## config.mk

```make
export PLATFORM = sky130hd
export DESIGN_NAME = multi_road_intersection
export DESIGN_NICKNAME = d
export VERILOG_FILES = /design/src/rtl/intersection_pkg.sv /design/src/rtl/plate_fifo.sv /design/src/rtl/multi_road_intersection.sv
export SDC_FILE = /design/constraint.sdc
export NUM_CORES = 1
export LEC_CHECK = 0
export ABC_AREA = 0
export CORE_MARGIN = 2
export CORE_UTILIZATION = 52
export CTS_CLUSTER_SIZE = 30
export DETAILED_ROUTE_END_ITERATION = 12
export PLACE_DENSITY_LB_ADDON = 0.3
export SLEW_MARGIN = 20
export SYNTH_ARGS = -nofsm -noshare
export SYNTH_HDL_FRONTEND = slang
export SYNTH_SLANG_ARGS = --single-unit
```

## constraint.sdc

```tcl
create_clock -name clk -period 3.9 [get_ports clk]
set_clock_uncertainty 0.05 [all_clocks]
set_input_delay 1.17 -clock clk [delete_from_list [all_inputs] [get_ports clk]]
set_output_delay 1.17 -clock clk [all_outputs]
set_load 0.02 [all_outputs]
```

## src/rtl/intersection_pkg.sv

```systemverilog
// intersection_pkg: shared definitions for the multi-road intersection controller.
//   op_e           event/operation encodings driven on the op port
//   count_width()  bits needed to hold a queue occupancy of 0..depth
//   clamp_green()  saturate a proposed green length into [lo, hi]
package intersection_pkg;

  typedef enum logic [1:0] {
    OP_ADD  = 2'b00,
    OP_REM  = 2'b01,
    OP_DISP = 2'b10,
    OP_IDLE = 2'b11
  } op_e;

  function automatic int count_width(input int depth);
    return $clog2(depth + 1);
  endfunction

  function automatic logic [6:0] clamp_green(input int t, input int lo, input int hi);
    if (t < lo) return 7'(lo);
    if (t > hi) return 7'(hi);
    return 7'(t);
  endfunction

endpackage

```

## src/rtl/plate_fifo.sv

```systemverilog
// plate_fifo: per-road FIFO of plate numbers.
//   push/pop   requests; a push when full or a pop when empty is ignored
//   din/dout   plate in / plate at FIFO head
//   full/empty occupancy flags
//   count      current occupancy; count_nxt is the occupancy after this edge
module plate_fifo
  import intersection_pkg::*;
#(
  parameter  int PLATE_W     = 5,
  parameter  int QUEUE_DEPTH = 8,
  localparam int CW          = count_width(QUEUE_DEPTH)
) (
  input  logic               clk,
  input  logic               rst,
  input  logic               push,
  input  logic               pop,
  input  logic [PLATE_W-1:0] din,
  output logic [PLATE_W-1:0] dout,
  output logic               full,
  output logic               empty,
  output logic [CW-1:0]      count,
  output logic [CW-1:0]      count_nxt
);

  localparam int PW = $clog2(QUEUE_DEPTH);

  logic [PLATE_W-1:0] mem_q [QUEUE_DEPTH];
  logic [PLATE_W-1:0] mem_d [QUEUE_DEPTH];
  logic [PW-1:0]      wr_q, wr_d, rd_q, rd_d;
  logic [CW-1:0]      cnt_q, cnt_d;
  logic               push_ok, pop_ok;

  assign full      = (cnt_q == CW'(QUEUE_DEPTH));
  assign empty     = (cnt_q == '0);
  assign dout      = mem_q[rd_q];
  assign count     = cnt_q;
  assign count_nxt = cnt_d;

  // Pointers wrap naturally because the depth is a power of two.
  always_comb begin
    push_ok = push & ~full;
    pop_ok  = pop & ~empty;
    mem_d   = mem_q;
    wr_d    = wr_q;
    rd_d    = rd_q;
    if (push_ok) begin
      mem_d[wr_q] = din;
      wr_d        = wr_q + 1'b1;
    end
    if (pop_ok) rd_d = rd_q + 1'b1;
    cnt_d = cnt_q + CW'(push_ok) - CW'(pop_ok);
  end

  always_ff @(posedge clk or posedge rst) begin
    if (rst) begin
      mem_q <= '{default: '0};
      wr_q  <= '0;
      rd_q  <= '0;
      cnt_q <= '0;
    end else begin
      mem_q <= mem_d;
      wr_q  <= wr_d;
      rd_q  <= rd_d;
      cnt_q <= cnt_d;
    end
  end

endmodule

```

## src/rtl/multi_road_intersection.sv

```systemverilog
// multi_road_intersection: round-robin green for NUM_ROADS approaches, one clk = 1 s.
// Each road has a plate queue; its next green length adapts to its queue occupancy
// at the end of its green (+STEP when busy, -STEP when quiet, clamped).
//   op/road_sel/plateIn/action  event request (rising edge of action = one event)
//   green            one-hot current green road
//   remainingTime    seconds left in current green (never 0)
//   numOfCars        per-road counts packed, road 0 in LSBs
//   overflow         one-cycle pulse when an add hits a full queue
//   blackListDisplay blacklist viewer, stepped each edge while op is display
// Build option: define BLACKLIST_EN to pop-and-record removes from a red road;
// otherwise such removes are ignored and blackListDisplay is tied to 0.
module multi_road_intersection
  import intersection_pkg::*;
#(
  parameter  int NUM_ROADS   = 4,
  parameter  int QUEUE_DEPTH = 8,
  parameter  int PLATE_W     = 5,
  parameter  int GREEN_INIT  = 40,
  parameter  int GREEN_MIN   = 20,
  parameter  int GREEN_MAX   = 80,
  parameter  int GREEN_STEP  = 5,
  parameter  int HI_THRESH   = 6,
  parameter  int LO_THRESH   = 2,
  parameter  int BL_DEPTH    = 8,
  localparam int RW          = $clog2(NUM_ROADS),
  localparam int CW          = count_width(QUEUE_DEPTH)
) (
  input  logic                    clk,
  input  logic                    rst,
  input  logic [1:0]              op,
  input  logic [RW-1:0]           road_sel,
  input  logic [PLATE_W-1:0]      plateIn,
  input  logic                    action,
  output logic [NUM_ROADS-1:0]    green,
  output logic [6:0]              remainingTime,
  output logic [NUM_ROADS*CW-1:0] numOfCars,
  output logic                    overflow,
  output logic [PLATE_W-1:0]      blackListDisplay
);

  op_e                             op_i;
  logic                            action_q, ev, sel_ok, is_green_sel;
  logic [RW-1:0]                   cur_q, cur_d, nxt;
  logic [NUM_ROADS-1:0]            green_q, green_d;
  logic [6:0]                      rem_q, rem_d;
  logic [6:0]                      gtime_q [NUM_ROADS];
  logic [6:0]                      gtime_d [NUM_ROADS];
  logic                            overflow_q, overflow_d;
  logic [NUM_ROADS-1:0]            push_v, pop_v, full_v, empty_v;
  logic [NUM_ROADS-1:0][PLATE_W-1:0] head;
  logic [NUM_ROADS-1:0][CW-1:0]    cnt, cnt_nxt;
  logic [CW-1:0]                   cnt_lv;
`ifdef BLACKLIST_EN
  logic                            bl_push;
`endif

  assign op_i          = op_e'(op);
  assign ev            = action & ~action_q;
  assign sel_ok        = (32'(road_sel) < NUM_ROADS);
  assign is_green_sel  = (road_sel == cur_q);
  assign green         = green_q;
  assign remainingTime = rem_q;
  assign overflow      = overflow_q;
  assign numOfCars     = cnt;

  for (genvar r = 0; r < NUM_ROADS; r++) begin : g_road
    plate_fifo #(.PLATE_W(PLATE_W), .QUEUE_DEPTH(QUEUE_DEPTH)) u_fifo (
      .clk       (clk),
      .rst       (rst),
      .push      (push_v[r]),
      .pop       (pop_v[r]),
      .din       (plateIn),
      .dout      (head[r]),
      .full      (full_v[r]),
      .empty     (empty_v[r]),
      .count     (cnt[r]),
      .count_nxt (cnt_nxt[r])
    );
  end

  // Event decode; legality of a remove is judged against the pre-edge green.
  always_comb begin
    push_v     = '0;
    pop_v      = '0;
    overflow_d = 1'b0;
`ifdef BLACKLIST_EN
    bl_push    = 1'b0;
`endif
    if (ev && sel_ok) begin
      case (op_i)
        OP_ADD: begin
          push_v[road_sel] = 1'b1;
          overflow_d       = full_v[road_sel];
        end
        OP_REM: begin
          if (!empty_v[road_sel]) begin
            if (is_green_sel) pop_v[road_sel] = 1'b1;
`ifdef BLACKLIST_EN
            else begin
              pop_v[road_sel] = 1'b1;
              bl_push         = 1'b1;
            end
`endif
          end
        end
        default: ;
      endcase
    end
  end

  // Timer and round-robin; the leaving road adapts on its post-edge occupancy.
  always_comb begin
    cur_d   = cur_q;
    green_d = green_q;
    rem_d   = rem_q - 1'b1;
    gtime_d = gtime_q;
    cnt_lv  = cnt_nxt[cur_q];
    nxt     = (cur_q == RW'(NUM_ROADS - 1)) ? '0 : cur_q + 1'b1;
    if (rem_q == 7'd1) begin
      if (32'(cnt_lv) >= HI_THRESH)
        gtime_d[cur_q] = clamp_green(32'(gtime_q[cur_q]) + GREEN_STEP, GREEN_MIN, GREEN_MAX);
      else if (32'(cnt_lv) <= LO_THRESH)
        gtime_d[cur_q] = clamp_green(32'(gtime_q[cur_q]) - GREEN_STEP, GREEN_MIN, GREEN_MAX);
      cur_d   = nxt;
      green_d = NUM_ROADS'(1) << nxt;
      rem_d   = gtime_q[nxt];
    end
  end

  always_ff @(posedge clk or posedge rst) begin
    if (rst) begin
      action_q   <= 1'b0;
      cur_q      <= '0;
      green_q    <= NUM_ROADS'(1);
      rem_q      <= 7'(GREEN_INIT);
      gtime_q    <= '{default: 7'(GREEN_INIT)};
      overflow_q <= 1'b0;
    end else begin
      action_q   <= action;
      cur_q      <= cur_d;
      green_q    <= green_d;
      rem_q      <= rem_d;
      gtime_q    <= gtime_d;
      overflow_q <= overflow_d;
    end
  end

`ifdef BLACKLIST_EN
  localparam int BW = $clog2(BL_DEPTH + 1);
  localparam int IW = $clog2(BL_DEPTH);

  logic [PLATE_W-1:0] bl_mem_q [BL_DEPTH];
  logic [PLATE_W-1:0] bl_mem_d [BL_DEPTH];
  logic [BW-1:0]      bl_cnt_q, bl_cnt_d;
  logic [IW-1:0]      disp_idx_q, disp_idx_d;
  logic [PLATE_W-1:0] disp_q, disp_d;

  // Append when room remains (the plate is popped regardless); the viewer
  // walks valid entries while op is display and restarts at 0 afterwards.
  always_comb begin
    bl_mem_d   = bl_mem_q;
    bl_cnt_d   = bl_cnt_q;
    disp_idx_d = disp_idx_q;
    disp_d     = disp_q;
    if (bl_push && (bl_cnt_q < BW'(BL_DEPTH))) begin
      bl_mem_d[bl_cnt_q[IW-1:0]] = head[road_sel];
      bl_cnt_d                   = bl_cnt_q + 1'b1;
    end
    if (op_i == OP_DISP) begin
      if (bl_cnt_q == '0) begin
        disp_d = '0;
      end else begin
        disp_d     = bl_mem_q[disp_idx_q];
        disp_idx_d = (32'(disp_idx_q) + 1 >= 32'(bl_cnt_q)) ? '0 : disp_idx_q + 1'b1;
      end
    end else begin
      disp_idx_d = '0;
    end
  end

  always_ff @(posedge clk or posedge rst) begin
    if (rst) begin
      bl_mem_q   <= '{default: '0};
      bl_cnt_q   <= '0;
      disp_idx_q <= '0;
      disp_q     <= '0;
    end else begin
      bl_mem_q   <= bl_mem_d;
      bl_cnt_q   <= bl_cnt_d;
      disp_idx_q <= disp_idx_d;
      disp_q     <= disp_d;
    end
  end

  assign blackListDisplay = disp_q;
`else
  // Queue contents have no consumer without the blacklist.
  logic unused_heads;
  assign unused_heads     = ^head;
  assign blackListDisplay = '0;
`endif

endmodule
```

---- After elaboration in Yosys (flattened, before gate mapping) ----
Cells that the tools add are included.
storage, ports and cells
  bits in read-only memories .............. 0
  bits in registers ....................... 59
  bits in writable memories ............... 0
  bits of input ports ..................... 12
  latch bits .............................. 0
  memories kept ........................... 0
  word-level logic and storage cells ...... 134
cells by class
  $add $sub $neg .......................... 12
  bitwise gates (word level) .............. 20
  reductions and logical operators ........ 9
  div/mod/pow operators ................... 0
  multipliers ............................. 0
  shift-type cells ........................ 1
  equal/unequal tests ..................... 8
  magnitude comparators ................... 12
  muxes and demuxes ....................... 59
operator list
  operator                                                                          number
  7-bit 2-to-1 mux                                                                  19
  28-bit bitwise mux                                                                2
  28-bit 2-to-1 mux                                                                 2
  7-bit binary-select mux with 2-bit select                                         2
  4-bit 2-to-1 mux                                                                  7
  1-bit 2-to-1 mux                                                                  21
  4-bit by 1-bit adder with 4-bit output                                            4
  4-bit equality test (second input constant)                                       4
  4-bit logical NOT                                                                 4
  4-bit by 1-bit subtractor with 4-bit output                                       4
  7-bit demux with 2-bit select                                                     1
  1-bit bitwise AND                                                                 9
  1-bit inverter                                                                    9
  7-bit by 3-bit adder with 8-bit output (second input constant)                    1
  4-bit binary-select mux with 2-bit select                                         1
  8-bit by 7-bit greater-than comparator with 1-bit output (second input constant)  1
  8-bit greater-than comparator (second input constant)                             1
  8-bit by 5-bit less-than comparator with 1-bit output (second input constant)     1
  8-bit by 6-bit less-than comparator with 1-bit output (second input constant)     1
  7-bit by 3-bit subtractor with 8-bit output (second input constant)               1
  7-bit by 1-bit equality test with 1-bit output (second input constant)            1
  7-bit by 1-bit subtractor with 7-bit output (second input constant)               1
  3-bit >= comparator (second input constant)                                       2
  2-bit by 3-bit less-than comparator with 1-bit output (second input constant)     2
  17 further kinds                                                                  20

---- Longest topological paths before layout ----
Gate-level depths: netlist of run 1.
  depth after elaboration ................. 28
  gate-level depth with buffers ........... 16
  mapped depth without buffers ............ 15

---- Cells and area by module ----
Synthesis of run 1 repeated with hierarchy kept, for this count alone.
second synthesis, totals
  cells, all modules ...................... 928
  area, all modules ....................... 13138.9 sq um
by module, submodules not included
  module                              instances  area each (sq um)  sequential area each (sq um)  cells each
  plate_fifo at g_road[0].u_fifo ...  3          2507.4             1251.2                        159
  multi_road_intersection             1          3111.7             1089.8                        292
  plate_fifo at g_road[3].u_fifo      1          2504.9             1251.2                        159

---- Least setup slack after synthesis of run 1 ----
Ideal clock, no wire load.
  kind .................................... input -> register
  start ................................... in road_sel[1]
  end ..................................... reg gtime_q[18] (netlist name)
  setup time .............................. 0.125 ns
  stages on the path ...................... 14
  buffers on the path ..................... 1
  arrival ................................. 4.564 ns
  path slack .............................. -0.839 ns
  data required time ...................... 3.725 ns
  cells stage by stage .................... clkbuf_1 xnor2_1 nand4_1 a2111oi_0 ha_1 inv_1 ha_1 fa_1 mux4_2 nand2_1 nand3_1 o41ai_2 o32ai_2 mux2_2
RTL lines
  what                  line                            text
  from (decl)           multi_road_intersection.sv:31   input logic [RW-1:0] road_sel,
  to (signal assigned)  multi_road_intersection.sv:143  gtime_q <= gtime_d;
  to (decl)             multi_road_intersection.sv:46   logic [6:0] gtime_q [NUM_ROADS];

==> Flow_metrics.wiki, run 1 <==
{| class="wikitable"
! Metric !! Value
|-
| Result of the run || finished with violations
|-
| Failing checks || setup timing
|-
| Setup repair after global routing missed its margin || yes
|-
| Global-route total usage across every layer || 0.256
|-
| Most common library cell in the layout ignoring fill and taps || dfrtp_1
|-
| Placement Rows || 32
|-
| Max_cap viols || 0
|-
| Die extent in x || 93.9 um
|-
| Via count of the first global-routing pass || 3,418
|-
| Die outline area || 8810 um2
|-
| Total congestion overflow || 0
|-
| Net count, final || 503
|-
| Number of ports placed on the die boundary || 45
|-
| Xor/xnor cell area share of the yosys netlist || 0.0456
|-
| Biggest area consumer among synthesized cells || dfrtp_1
|-
| Longest Clk Path Bufs || 2
|-
| CP max FO || 4
|-
| Critical Path RT || 4.11 ns
|-
| Via total after detailed routing || 3,299
|-
| Synthesized instance count || 384
|-
| Ratio of cells with drive above 1 in the final layout || 0.352
|-
| Clock-pin slew of the registers on the worst-case setup and hold paths || 0.06 ns
|-
| Post-route DRC violation count || 0
|-
| TritonCTS Buffers || 9
|-
| Sink Count || 59
|-
| Placeable core area || 7770 um2
|-
| Number of antenna violations at the first check in global routing || 0
|-
| Cell area after synthesis || 4200 um2
|-
| Mean post-synth cell area || 10.9 um2
|-
| Synth unique cells || 60
|-
| Routability congestion estimate from global placement || 0.916
|-
| Number of antenna-violating nets in the routed design || 0
|-
| TritonCTS clock tree || yes
|-
| Commonest cells after routing, fill and taps aside || 48 x dfrtp_1, 37 x inv_1, 36 x buf_4
|-
| Achievable clock frequency || 228 MHz
|-
| Share of the clock period used by the worst path after layout || 1.13
|-
| Seq/Total Area, Yosys || 0.355
|-
| Synth Area in Simple Gates || 0.103
|-
| Post-synthesis share of cell area spent on full adders, half adders and majority gates || 0.123
|-
| Count of fill cells added during filler insertion || 549
|-
| Combinational family with the most area after synthesis || multiplexers
|-
| Largest net degree at the start of global routing || 30
|-
| Leakage power figure || 2.41 nW
|-
| Wire length of the first global-routing pass || 17.4 mm
|-
| Final cell utilization of the core || 0.695
|-
| Max-slew headroom at the worst pin || 0.554
|-
| Top cells by area, synth || dfrtp_1 29%, ha_1 10%, mux4_2 9.7%
|-
| Least setup slack across all paths after layout || -0.490 ns
|-
| Number of max-slew violations in the final report || 0
|-
| CTS HTree Levels || 3
|-
| Later-pin clock latency in the skew report || 0.34 ns
|-
| Slew @ Worst Pin || 0.663 ns
|-
| Top flip-flop cell by instance count after synthesis || dfrtp_1
|-
| Total of buffers placed on input and output ports || 34
|-
| Count of flip-flops with a built-in enable after synthesis || 0
|-
| P per Cell Area || 692 nW/um2
|-
| Count of final hold-check violations || 0
|-
| Vias per cell || 5.89
|-
| Total Wirelength || 10.4 mm
|-
| Starting Density || 0.541
|-
| Final total negative setup slack || -11.29 ns
|-
| FF+latch count, synth || 59
|-
| Crit path capture type || flop
|-
| Final min period || 4.39 ns
|-
| Total half-perimeter wirelength after legalization and detailed placement || 7.49 mm
|-
| Top-area cell type share of the netlist area || 0.286
|-
| Number of violations reported at the end of detailed-routing iteration 0 || 231
|-
| Startpoint types || input pin
|-
| Clock Tree Root || clkbuf_8
|-
| Class of the tightest hold or removal check || flop to flop
|-
| Max VDD drop || 471 uV
|-
| Worst Path Class, Setup || input pin to flop
|-
| Layout area overhead || 28.6%
|-
| Compound-Gate Fraction of Synth Area || 0.119
|-
| Multiplexer area fraction after synthesis || 0.190
|-
| Die height || 93.9 um
|-
| Final number of setup-violating endpoints || 28
|-
| Warnings, synthesis || 0
|-
| Antenna diode instance count || 0
|-
| Number of detailed-route iterations in the first pass || 5
|-
| Arr. time, crit path || 4.60 ns
|-
| Wire per inst || 18.6 um
|-
| Async SR Flop Fraction || 1.00
|}
state kept, by name, indices dropped and copies added (netlist names):
signal,flops
gtime_q,28
remainingTime,7
green,4
cur_q,2
g_road.u_fifo.count,16
overflow,1
action_q,1
final timing paths:
path                       cells past startpoint  startpoint     endpoint  slack [ns]
setup / recovery                              15       op[1]   gtime_q[3]       -0.49
hold / removal                                 2    green[0]     green[0]        0.41
setup reg to reg                              12    cur_q[0]  gtime_q[11]       -0.01
hold reg to reg                                2    green[0]     green[0]        0.41
max in group asynchronous                      3         rst     green[0]        1.90
min in group asynchronous                      2         rst   gtime_q[0]        1.18
cells in the mapped netlist, types with 3 or more instances:
cell,number
a211oi_1,8
mux2_2,27
nand2_1,31
ha_1,34
dfrtp_1,48
and3_1,4
fa_1,4
nand4_1,3
buf_2,5
a21oi_1,13
nand2b_1,4
nand3_1,7
xor2_1,8
inv_1,39
xnor2_1,12
clkbuf_1,6
nor3_1,4
o21ai_0,12
o22ai_1,5
a31oi_1,5
buf_4,6
dfstp_2,11
nor2_1,21
a21o_1,4
mux4_2,18
metrics by stage:
step	hold WS [ns]	area (um2)	power (mW)	std cells	setup slack [ns]
2_1_floorplan	0.434	4340	1.97	388	-0.523
3_3_place_gp	0.397	4950	2.72	540	-1.26
3_5_place_dp	0.399	4950	2.80	540	-1.35
4_1_cts	0.410	5340	3.64	559	-0.492
5_1_grt	0.416	5400	3.94	560	-0.623
6_report	0.410	5400	3.74	560	-0.490
cell type report:
type / instances / area, um2 / area share
Multi-Input combinational cell: 269 / 2780 / 0.514
Sequential cell: 59 / 1490 / 0.276
Timing Repair Buffer: 75 / 676 / 0.125
Inverter: 39 / 146 / 0.0271
Clock buffer: 10 / 128 / 0.0236
Tap cell: 102 / 128 / 0.0236
Clock inverter: 6 / 57.6 / 0.0107
timing repair:
action	CTS	global route
setup buffers	4	1
gates resized for setup	61	10
hold buffers	0	0
endpoints found under the setup margin	28	28
pin swaps	16	11
hold endpoints to repair	0	0
per-layer routing:
metal  share of wire  vias up  GRT usage
met4           0.014        0     0.0797
met1            0.45     1679      0.356
met2            0.49       98      0.414
met3           0.049       14     0.0377
met5               0        -          0
li1                -     1508          -
power by group:
group / switching, mW / leakage, nW / internal (mW)
Clock: 0.251 / 0.0958 / 0.291
Sequential: 0.0739 / 0.699 / 0.709
Combinational: 1.31 / 1.61 / 1.10
cells by family (layout without fill, tap and decap cells):
| group | count (synthesis) | after routing |
|---|---|---|
| buf+inv | 60 | 130 |
| simple gates | 89 | 89 |
| fa+ha+maj | 39 | 39 |
| compound gates | 65 | 65 |
| flops | 59 | 59 |
| xor+xnor | 21 | 21 |
| mux | 50 | 50 |
| other cells | 1 | 5 |
critical path, cell delays in order:
cell and delay (ns):
buf_6 0.09, nor3b_4 0.17, nand4_1 0.15, buf_6 0.17
a2111oi_4 0.18, ha_1 0.28, inv_1 0.06, ha_2 0.19
fa_2 0.47, mux4_2 0.54, nand2_4 0.13, and3_4 0.21
nand3_2 0.06, mux4_2 0.53, a31oi_1 0.19
Note: power is estimated with default switching activity, not from simulation.
==> run 2: changes to the inputs <==
--- a/config.mk
+++ b/config.mk
@@ -7,7 +7,7 @@
 export LEC_CHECK = 0
 export ABC_AREA = 0
 export CORE_MARGIN = 2
-export CORE_UTILIZATION = 52
+export CORE_UTILIZATION = 32
 export CTS_CLUSTER_SIZE = 30
 export DETAILED_ROUTE_END_ITERATION = 12
 export PLACE_DENSITY_LB_ADDON = 0.3
==> Flow_metrics.wiki, run 2 (synthesized netlist as in run 1, its figures left out) <==
{| class="wikitable"
! Metric !! Value
|-
| Result of the run || finished with violations
|-
| Failing checks || setup timing
|-
| Worst Path Class, Setup || input pin to flop
|-
| Post-route DRC violation count || 0
|-
| Largest net degree at the start of global routing || 35
|-
| Count of final hold-check violations || 0
|-
| Clock-pin slew of the registers on the worst-case setup and hold paths || 0.06 ns
|-
| Worst slack on hold paths || 0.410 ns
|-
| Net switching power figure || 1.67 mW
|-
| Buf/Inv on CP || 3
|-
| Wire length of the first global-routing pass || 16.9 mm
|-
| Met2 track utilization from global routing || 0.240
|-
| CP max FO || 4
|-
| Count of fill cells added during filler insertion || 1,189
|-
| TritonCTS Buffers || 9
|-
| TritonCTS clock tree || yes
|-
| Total internal power || 2.49 mW
|-
| Via count of the first global-routing pass || 3,312
|-
| Wire per inst || 16.2 um
|-
| Number of max-slew violations in the final report || 0
|-
| Largest stage delay on the critical path || 0.52 ns
|-
| Number of violations reported at the end of detailed-routing iteration 0 || 200
|-
| Total of buffers placed on input and output ports || 34
|-
| Family with the most delay on the worst path || multiplexers
|-
| Share of the clock period used by the worst path after layout || 1.10
|-
| Switching share of total power || 0.401
|-
| Routing usage on met3 || 0.0343
|-
| Clock Tree Root || clkbuf_16
|-
| Sequential cell area in the final layout || 1490 um2
|-
| Crit path capture type || flop
|-
| Total congestion overflow || 0
|-
| Total Wirelength || 10.2 mm
|-
| Number of cells on the critical path || 15
|-
| Global-route total usage across every layer || 0.150
|-
| Most common library cell in the layout ignoring fill and taps || dfrtp_1
|-
| Vias per cell || 5.08
|-
| Later-pin clock latency in the skew report || 0.32 ns
|-
| Class of the tightest hold or removal check || flop to flop
|-
| Share of power burned in combinational logic || 0.606
|-
| CTS HTree Levels || 3
|-
| Critical-path cell with the highest stage delay || mux4_2
|-
| Final cell utilization of the core || 0.446
|-
| Busiest metal layer after global routing || met2
|-
| Cell Count Post-Placement || 609
|-
| Hold path cells || 2
|-
| Top register by number of flip-flops || gtime_q
|-
| Final std cell area, no fill || 5680 um2
|-
| Ratio of cells with drive above 1 in the final layout || 0.366
|-
| Final number of setup-violating endpoints || 28
|-
| Critical Path RT || 4.09 ns
|-
| Multi-input gate area in the final layout || 2800 um2
|-
| Max_cap viols || 0
|-
| Setup repair after global routing missed its margin || yes
|-
| Share of total power in sequential cells || 0.189
|-
| Commonest cells after routing, fill and taps aside || 48 x dfrtp_1, 36 x inv_1, 33 x buf_4
|-
| Power share of the clock group || 0.204
|-
| Max-slew headroom at the worst pin || 0.588
|-
| Die height || 119 um
|-
| Number of antenna violations at the first check in global routing || 0
|-
| Placement Rows || 41
|-
| Die extent in x || 119 um
|-
| Net count, final || 504
|-
| Arr. time, crit path || 4.50 ns
|-
| Via total after detailed routing || 3,205
|-
| Placeable core area || 12,700 um2
|-
| Starting Density || 0.330
|-
| Layout area overhead || 35.2%
|-
| Sink Count || 59
|-
| Final min period || 4.31 ns
|-
| Routability congestion estimate from global placement || 0.901
|-
| Critical Path, Cell by Cell || buf_6 -> nor3b_4 -> nand4_1 -> buf_6 -> a2111oi_4 -> ha_2 -> inv_2 -> ha_4 -> fa_2 -> mux4_2 -> nand2_4 -> and3_4 -> nand3_2 -> mux4_2 -> a31oi_1
|-
| P per Cell Area || 732 nW/um2
|-
| Instance area at placement || 5040 um2
|-
| Flip-flop count of the largest register, all copies and words added || 28
|-
| Number of ports placed on the die boundary || 45
|-
| Longest Clk Path Bufs || 2
|-
| Number of detailed-route iterations in the first pass || 4
|-
| Least setup slack across all paths after layout || -0.407 ns
|-
| Max VDD drop || 312 uV
|-
| Final instance count without filler cells || 631
|-
| Met1 routing resource usage after global routing || 0.204
|-
| Register-to-Register Path Depth || 12
|-
| Leakage power figure || 2.48 nW
|-
| CTS hold repair buffers || 0
|-
| Startpoint types || input pin
|-
| Antenna diode instance count || 0
|-
| Slew @ Worst Pin || 0.617 ns
|-
| Total half-perimeter wirelength after legalization and detailed placement || 7.45 mm
|-
| Achievable clock frequency || 232 MHz
|-
| Number of antenna-violating nets in the routed design || 0
|-
| Die outline area || 14,100 um2
|}
run 2: cell types whose count changed in the layout (fill, tap and decap cells not counted), moves of 3 or more:
cell	previous run	this run
buf_4	36	33
buf_6	5	8
clkbuf_16	0	9
clkbuf_8	9	0
clkinv_2	4	1
mux2_2	3	9
mux2_4	24	18
run 2: power by group through the flow:
stage	logic [mW]	clock network, mW	registers (mW)
floorplan	1.09	0	0.884
global placement	2.04	0	0.797
detailed placement	2.05	0	0.798
CTS	2.41	0.865	0.789
global route	2.73	0.893	0.797
finish	2.52	0.848	0.787
run 2: worst min-delay path, stage by stage (launching register included):
cell     delay [ns]
dfstp_2        0.37
nand2_1        0.05
nand2_1        0.05
run 2: final timing paths:
path	startpoint	to	slack (ns)
setup / recovery	op[1]	gtime_q[17]	-0.41
hold / removal	green[0]	green[0]	0.41
setup reg to reg	cur_q[0]	gtime_q[4]	-0.13
hold reg to reg	green[0]	green[0]	0.41
max in group asynchronous	rst	gtime_q[12]	1.94
min in group asynchronous	rst	gtime_q[14]	1.20
run 2: metal layers:
layer,vias up,share of wire
li1,1506,-
met4,0,0.011
met1,1617,0.47
met5,-,0
met3,7,0.046
met2,75,0.48
run 2: timing repair:
item | 4_1_cts | 5_1_grt
setup endpoints to repair | 28 | 28
resized for setup | 61 | 14
pin swaps | 16 | 12
setup buffers | 4 | 2
run 2: final cells by class:
class	count	share of cell area
Sequential cell	59	0.263
Tap cell	172	0.0379
Multi-Input combinational cell	269	0.493
Timing Repair Buffer	76	0.125
Clock buffer	10	0.0403
Clock inverter	6	0.0159
Inverter	39	0.0258
run 2: per-stage QoR:
stage | TNS [ns] | worst slack, ns | total power [mW]
after floorplan | -13.04 | -0.523 | 1.97
after global placement | -35.48 | -1.31 | 2.84
after detailed placement | -37.59 | -1.39 | 2.85
after CTS | -10.06 | -0.469 | 4.06
after global routing | -13.16 | -0.533 | 4.42
final | -9.57 | -0.407 | 4.15
==> run 3: changes to the inputs <==
--- a/config.mk
+++ b/config.mk
@@ -8,7 +8,6 @@
 export ABC_AREA = 0
 export CORE_MARGIN = 2
 export CORE_UTILIZATION = 32
-export CTS_CLUSTER_SIZE = 30
 export DETAILED_ROUTE_END_ITERATION = 12
 export PLACE_DENSITY_LB_ADDON = 0.3
 export SLEW_MARGIN = 20
==> results of run 3 <==
Final layout, timing and power as in run 2 (identical DEF).
